### config.mk
export PLATFORM = sky130hd
export DESIGN_NAME = window_match
export DESIGN_NICKNAME = d
export VERILOG_FILES = /design/src/rtl/window_match.sv
export SDC_FILE = /design/constraint.sdc
export NUM_CORES = 1
export LEC_CHECK = 0
export ABC_AREA = 1
export CAP_MARGIN = 20
export CORE_MARGIN = 2
export CORE_UTILIZATION = 60
export CTS_CLUSTER_DIAMETER = 30
export DETAILED_ROUTE_END_ITERATION = 7
export PLACE_DENSITY = 0.79
export SYNTH_ARGS = -nofsm -noshare
export SYNTH_HDL_FRONTEND = slang
export SYNTH_SLANG_ARGS = --single-unit
### constraint.sdc
create_clock -name I_clock -period 8.15 [get_ports I_clock]
set_clock_uncertainty 0.15 [all_clocks]
set_input_delay 2.0375 -clock I_clock [delete_from_list [all_inputs] [get_ports I_clock]]
set_output_delay 2.0375 -clock I_clock [all_outputs]
set_load 0.02 [all_outputs]
### src/rtl/window_match.sv
// Classifies a value stream against a bank of programmable half-open windows [lower, upper),
// with a one-cycle registered result plus per-window sticky flags and saturating hit counters.
module window_match #(
    parameter int P_width       = 16,
    parameter int P_channels    = 4,
    parameter int P_count_width = 8,
    localparam int IW           = $clog2(P_channels)
) (
    input  logic                     I_clock,
    input  logic                     I_reset,
    input  logic [P_width-1:0]       I_value,
    input  logic                     I_valid,
    input  logic                     I_cfg_write,
    input  logic [IW-1:0]            I_cfg_index,
    input  logic [P_width-1:0]       I_cfg_lower,
    input  logic [P_width-1:0]       I_cfg_upper,
    input  logic                     I_cfg_enable,
    input  logic                     I_clear,
    input  logic [IW-1:0]            I_cnt_index,
    output logic                     O_valid,
    output logic [P_channels-1:0]    O_hit,
    output logic                     O_any,
    output logic                     O_miss,
    output logic [IW-1:0]            O_index,
    output logic [P_channels-1:0]    O_sticky,
    output logic [P_count_width-1:0] O_count
);

    logic [P_width-1:0]       lower_q  [P_channels];
    logic [P_width-1:0]       upper_q  [P_channels];
    logic [P_channels-1:0]    enable_q;
    logic [P_count_width-1:0] count_q  [P_channels];
    logic [P_channels-1:0]    sticky_q;

    logic                     valid_q;
    logic [P_channels-1:0]    hit_q;
    logic                     any_q;
    logic                     miss_q;
    logic [IW-1:0]            index_q;

    logic [P_channels-1:0]    hit_d;
    logic [IW-1:0]            index_d;
    logic                     cfg_ok;
    logic                     cnt_ok;

    assign cfg_ok = (32'(I_cfg_index) < P_channels);
    assign cnt_ok = (32'(I_cnt_index) < P_channels);

    // Matching uses the config registers as they stand before this edge, so a
    // simultaneous config write only affects values from the next cycle on.
    always_comb begin
        hit_d = '0;
        for (int n = 0; n < P_channels; n++) begin
            hit_d[n] = I_valid && enable_q[n]
                       && (lower_q[n] < upper_q[n])
                       && (I_value >= lower_q[n])
                       && (I_value < upper_q[n]);
        end
    end

    always_comb begin
        index_d = '0;
        for (int n = P_channels - 1; n >= 0; n--) begin
            if (hit_d[n]) index_d = IW'(n);
        end
    end

    always_ff @(posedge I_clock or posedge I_reset) begin
        if (I_reset) begin
            valid_q <= 1'b0;
            hit_q   <= '0;
            any_q   <= 1'b0;
            miss_q  <= 1'b0;
            index_q <= '0;
        end else begin
            valid_q <= I_valid;
            hit_q   <= hit_d;
            any_q   <= |hit_d;
            miss_q  <= I_valid && !(|hit_d);
            index_q <= index_d;
        end
    end

    always_ff @(posedge I_clock or posedge I_reset) begin
        if (I_reset) begin
            for (int n = 0; n < P_channels; n++) begin
                lower_q[n] <= '0;
                upper_q[n] <= '0;
            end
            enable_q <= '0;
        end else if (I_cfg_write && cfg_ok) begin
            lower_q[I_cfg_index]  <= I_cfg_lower;
            upper_q[I_cfg_index]  <= I_cfg_upper;
            enable_q[I_cfg_index] <= I_cfg_enable;
        end
    end

    // Clear takes priority over a hit landing on the same edge.
    always_ff @(posedge I_clock or posedge I_reset) begin
        if (I_reset) begin
            for (int n = 0; n < P_channels; n++) count_q[n] <= '0;
            sticky_q <= '0;
        end else if (I_clear) begin
            for (int n = 0; n < P_channels; n++) count_q[n] <= '0;
            sticky_q <= '0;
        end else begin
            for (int n = 0; n < P_channels; n++) begin
                if (hit_d[n] && (count_q[n] != '1)) begin
                    count_q[n] <= count_q[n] + P_count_width'(1);
                end
            end
            sticky_q <= sticky_q | hit_d;
        end
    end

    always_comb begin
        O_count = '0;
        if (cnt_ok) O_count = count_q[I_cnt_index];
    end

    assign O_valid  = valid_q;
    assign O_hit    = hit_q;
    assign O_any    = any_q;
    assign O_miss   = miss_q;
    assign O_index  = index_q;
    assign O_sticky = sticky_q;

endmodule

### Yosys cells after proc, flatten, opt, wreduce, memory -nomap -nowiden

Cells that the tools add are included.

| cells by class | value |
|---|---|
| add/subtract/negate cells | 4 |
| multiply operators | 0 |
| divide/modulo/power cells | 0 |
| order comparisons | 17 |
| equality and inequality tests | 4 |
| shift operators | 0 |
| mux-type cells | 20 |
| bitwise logic cells | 3 |
| reductions and logical operators | 29 |

Operators with widths:

| operator | number |
|---|---|
| $bwmux 64 | 2 |
| $lt 16x16->1 | 8 |
| $ge 16x16->1 | 4 |
| $mux 8 | 6 |
| $add 8x1->8 const B | 4 |
| $demux 16 s2 | 1 |
| $mux 32 | 1 |
| $ne 8x8->1 const B | 4 |
| $logic_and 1x1->1 | 23 |
| $bmux 8 s2 | 1 |
| $mux 16 | 1 |
| $mux 2 | 4 |
| $reduce_bool 2->1 | 4 |
| $ge 3x3->1 const B | 2 |
| $not 2->3 | 2 |
| $bwmux 4 | 1 |
| $mux 4 | 1 |
| $or 4x4->4 | 1 |
| $reduce_or 4->1 | 1 |
| $lt 2x3->1 const B | 1 |
| $lt 3x1->1 const B | 1 |
| $demux 1 s2 | 1 |
| $ge 2x1->1 const B | 1 |
| $logic_not 1->1 | 1 |
| $mux 1 | 1 |

| word-level totals | value |
|---|---|
| register bits after elaboration | 177 |
| latch bits | 0 |
| RAM bits | 0 |
| bits in read-only memories | 0 |
| logic and storage cells | 96 |
| memories | 0 |

### Depth between registers and ports, before layout

| depth | value |
|---|---|
| word-level depth | 8 |
| gate-level depth with buffers | 15 |
| gate-level depth less buffers | 15 |

### Worst setup path before layout

Ideal clock, no wire load.

| path | value |
|---|---|
| kind | in2out |
| start point | in I_cnt_index[0] |
| end point | out O_count[6] |
| data arrival time | 2.892 ns |
| data required time | 5.963 ns |
| slack | 3.071 ns |
| cell stages on the path | 4 |
| path buffers | 1 |
| path through | inv_1 > clkbuf_1 > o21ai_0 > o22ai_1 |

| on the way | value |
|---|---|
| longest elaborated chain between the ends | 4 |

RTL lines:

| what | line | source |
|---|---|---|
| from (decl) | 19 | `input logic [IW-1:0] I_cnt_index,` |
| $not 2->3 (not written as such) | 118 | `if (cnt_ok) O_count = count_q[I_cnt_index];` |
| $bmux 8 s2 | 118 |  |
| $mux 8 (not written as such) (2 in a row) | 118 |  |
| to (decl) | 26 | `output logic [P_count_width-1:0] O_count` |

Every way passes these cells. The select of a mux whose other input is x is not followed.

### Worst setup path after layout

| path | value |
|---|---|
| start point | in I_cnt_index[0] |
| end point | out O_count[0] |

The elaborated chain is that of the path after synthesis.

==> flow_metrics.py <==
metrics = {
    "status": {
        "run_status": "finished clean",
    },
    "drt": {
        "antenna_violating_nets_post_route": 0,
        "detailedRoute.firstIterationViolations": 623,
        "top_layer_reached_by_signal_wires": "met4",
        "met3_length_um": 1380,
        "wire_length_the_detailed_router_placed_on_met1_um": 12700,
        "post-route-drc-count": 0,
        "drt_first_pass_iters": 5,
        "drt-wirelength-per-cell_um": 15.4,
        "viasPerCell": 5.43,
        "wl_um": 29300,
        "met2_length_um": 14200,
        "num_vias": 10300,
    },
    "critical_path": {
        "timing_worst_setup_path_type": "primary input to output port",
        "timing.reg2reg.setup_slack_ps": 5390,
        "critPathRequiredTime_ps": 5960,
        "crit_path_top_delay_cell": "sky130_fd_sc_hd__clkdlybuf4s50_1",
        "end_kind": "output port",
        "critical_path.max_fanout": 18,
        "worst_path_dominant_cell_family": "buffers and inverters",
        "worstPathArrival_ps": 4270,
        "reg2reg_to": "count_q[1]$_DFFE_PP0P_",
        "reg2reg_depth": 11,
        "setup.worst_path.start_class": "primary input",
        "timing.rr.start": "lower_q[15]$_DFFE_PP0P_",
        "cp.buffers_inverters": 3,
        "delay_of_the_slowest_cell_on_the_worst_path_ps": 770,
        "critical_path.cell_chain": "clkdlybuf4s50_1, inv_1, o21ai_0, a21oi_1, a21oi_1, clkdlybuf4s50_1",
    },
    "place": {
        "portBuffers": 78,
        "pre_cts_slack_ps": 1740,
        "place.gp.congestion": 0.847,
        "postPlaceCellArea_um2": 13000,
        "place_hpwl_um": 21200,
    },
    "die": {
        "die_area_um2": 21200,
        "ios": 79,
        "die_w_um": 146,
        "initial_cell_density_of_the_core_pct": 61.5,
        "row_count": 51,
        "core_area_um2": 19600,
        "floorplan.die.height_um": 146,
    },
    "logic_synthesis": {
        "synth_xor_xnor_area_share_pct": 1.67,
        "seq_area_frac_synth_pct": 36.8,
        "synth_cells": 1562,
        "main_combinational_cell_family_by_area_after_synthesis": "simple AND/OR/NAND/NOR gates",
        "syn-num-nets": 1808,
        "synth_cell_types": 31,
        "avgSynthCellArea_um2": 7.71,
        "mappedNetlistArea_um2": 12000,
        "synth_compound_area_share_pct": 10.2,
        "yosysWarnings": 0,
        "synth.mux.area_fraction_pct": 0,
        "synth_adder_area_share_pct": 19.5,
        "fraction_of_the_mapped_netlist_area_in_simple_logic_gates_pct": 22.1,
        "register_bit_count_reported_by_yosys": 177,
    },
    "clock_network": {
        "clock_path_buffers": 2,
        "h-tree-depth": 4,
        "holdBufCountCts": 0,
        "tritoncts.num_buffers": 17,
        "cts_num_sinks": 177,
        "cts_tree": "built",
        "cts_repair_resize_count": 0,
        "ctsRootBufferMaster": "sky130_fd_sc_hd__clkbuf_16",
        "clock_latency_ps": 440,
        "cts_post_setup_buffers_inserted": 0,
        "clock_input_transition_at_the_sequential_cells_of_the_worst_setup_and_hold_paths_ps": 70,
    },
    "final_layout": {
        "finish.instance_area_um2": 13600,
        "final_layout_size_suffix_gt1_share_pct": 3.60,
        "fillerInstances": 1604,
        "fin_util_pct": 69.4,
        "area_overhead_of_the_layout_relative_to_synthesis_pct": 12.9,
        "diodes": 0,
        "final_common_cell": "sky130_fd_sc_hd__nand2_1",
        "net_count_of_the_finished_layout": 1871,
        "most-common-layout-cells": "393 x sky130_fd_sc_hd__nand2_1, 257 x sky130_fd_sc_hd__inv_1, 188 x sky130_fd_sc_hd__ha_1",
    },
    "power": {
        "static-leakage-power_nw": 7.39,
        "power.density_cell_area_nw_per_um2": 194,
        "irDropWorstVdd_mv": 0.144,
    },
    "hold_path": {
        "min_delay_path_depth": 2,
        "holdCritStartpoint": "upper_q[40]$_DFFE_PP0P_",
        "worst_hold_path_type": "flop to flop",
        "whs_endpoint": "upper_q[40]$_DFFE_PP0P_",
    },
    "sta": {
        "slew_headroom_pct": 34.5,
        "finalHoldViolations": 0,
        "finalMaxSlewViolations": 0,
        "post-route-period-util_pct": 79.2,
        "max_clock_freq_mhz": 155,
        "layout_setup_ws_ps": 1700,
        "period_needed_ps": 6450,
        "setup_viol": 0,
        "max_slew.worst_pin.slew_ps": 982,
        "tns_ps": 0,
        "grt_setup_unrepaired": "no",
    },
    "grt": {
        "grt_start_max_net_pins": 67,
        "global_route_wire_length_before_repair_um": 48300,
        "remaining_global_route_overflow": 0,
        "antenna_violations_before_repair": 0,
        "grt_pass1_vias": 9945,
        "gr-usage-all-layers_pct": 28.2,
    },
    "run": {
        "max_cap_violations": 0,
    },
}
==> synthesized netlist by cell type <==
cell	instances	area share [%]
sky130_fd_sc_hd__clkinv_1	1	0.031
sky130_fd_sc_hd__xnor2_1	4	0.29
sky130_fd_sc_hd__o21a_1	6	0.37
sky130_fd_sc_hd__nand3b_2	1	0.093
sky130_fd_sc_hd__a21o_1	1	0.062
sky130_fd_sc_hd__nor3_1	12	0.50
sky130_fd_sc_hd__inv_2	3	0.093
sky130_fd_sc_hd__and2_1	1	0.052
sky130_fd_sc_hd__o21bai_1	3	0.19
sky130_fd_sc_hd__nand4_1	42	2.2
sky130_fd_sc_hd__a21oi_1	61	2.5
sky130_fd_sc_hd__nor2_2	3	0.16
sky130_fd_sc_hd__inv_1	258	8.0
sky130_fd_sc_hd__o22ai_1	6	0.31
sky130_fd_sc_hd__dfrtp_1	177	37
sky130_fd_sc_hd__nand2_1	393	12
sky130_fd_sc_hd__nand2_2	4	0.21
sky130_fd_sc_hd__o21ai_0	161	6.7
sky130_fd_sc_hd__o21ai_1	2	0.083
sky130_fd_sc_hd__nand3_2	2	0.17
sky130_fd_sc_hd__nor2_1	95	3.0
sky130_fd_sc_hd__buf_6	4	0.37
sky130_fd_sc_hd__nor4_1	4	0.21
sky130_fd_sc_hd__nand3_1	69	2.9
sky130_fd_sc_hd__buf_1	9	0.28
sky130_fd_sc_hd__nand3b_1	3	0.19
sky130_fd_sc_hd__clkbuf_1	25	0.78
sky130_fd_sc_hd__buf_2	2	0.083
sky130_fd_sc_hd__nor2_4	3	0.28
sky130_fd_sc_hd__xor2_1	19	1.4
sky130_fd_sc_hd__ha_1	188	20
==> tightest hold or removal path, cell delays in order (launching register included) <==
cell	delay (ps)
sky130_fd_sc_hd__dfrtp_1	350
sky130_fd_sc_hd__nand2_1	50
sky130_fd_sc_hd__o21ai_0	60
==> area by class of cell <==
cell class	count	area, um2	share of cell area, %
Sequential cell	177	4430	32.6
Clock inverter	13	105	0.773
Clock buffer	19	453	3.33
Multi-Input combinational cell	1083	6470	47.6
Inverter	262	988	7.27
Timing Repair Buffer	84	826	6.07
Tap cell	265	332	2.44
==> metrics by stage <==
stage	std cells	hold slack, ps	power [W]
after global placement	1871	317	0.00181
final	1903	337	0.00264
after global routing	1903	360	0.00283
after floorplan	1562	303	0.00162
after CTS	1903	341	0.00265
after detailed placement	1871	323	0.00186
==> power by group <==
| part | total (W) | internal (W) | switching, W |
|---|---|---|---|
| combinational | 0.000786 | 0.000309 | 0.000477 |
| sequential | 0.00107 | 0.000989 | 0.0000828 |
| clock | 0.000787 | 0.000411 | 0.000376 |
==> flip-flops by register name, indices dropped and copies added, names as in the netlist <==
signal / cells
O_any: 1
O_hit: 4
O_index: 2
O_miss: 1
O_sticky: 4
O_valid: 1
count_q: 32
enable_q: 4
lower_q: 64
upper_q: 64
==> routing by layer <==
layer  GRT usage [%]  vias to the layer above
met5               0                        -
met2            47.7                      256
li1                -                     5166
met4            11.3                        0
met3            4.51                       71
met1            36.2                     4849
==> worst max path at each step <==
stage,startpoint,endpoint,slack [ps],cells past startpoint
finish,I_cnt_index[0],O_count[0],1700,6
global route,I_cnt_index[0],O_count[0],1460,6
CTS,I_cnt_index[0],O_count[0],1720,6
detailed placement,I_cnt_index[0],O_count[0],1740,6
global placement,I_cnt_index[0],O_count[0],1850,6
floorplan,I_reset,O_any$_DFF_PP0_,1160,1
==> logic make-up (layout without fill, tap and decap cells) <==
family,Yosys count,in the layout
buf+inv,302,378
compound gates,240,240
fa+ha+maj,188,188
simple gates,632,632
flops,177,177
xor+xnor,23,23
No activity file was read; power rests on OpenSTA's default activity.
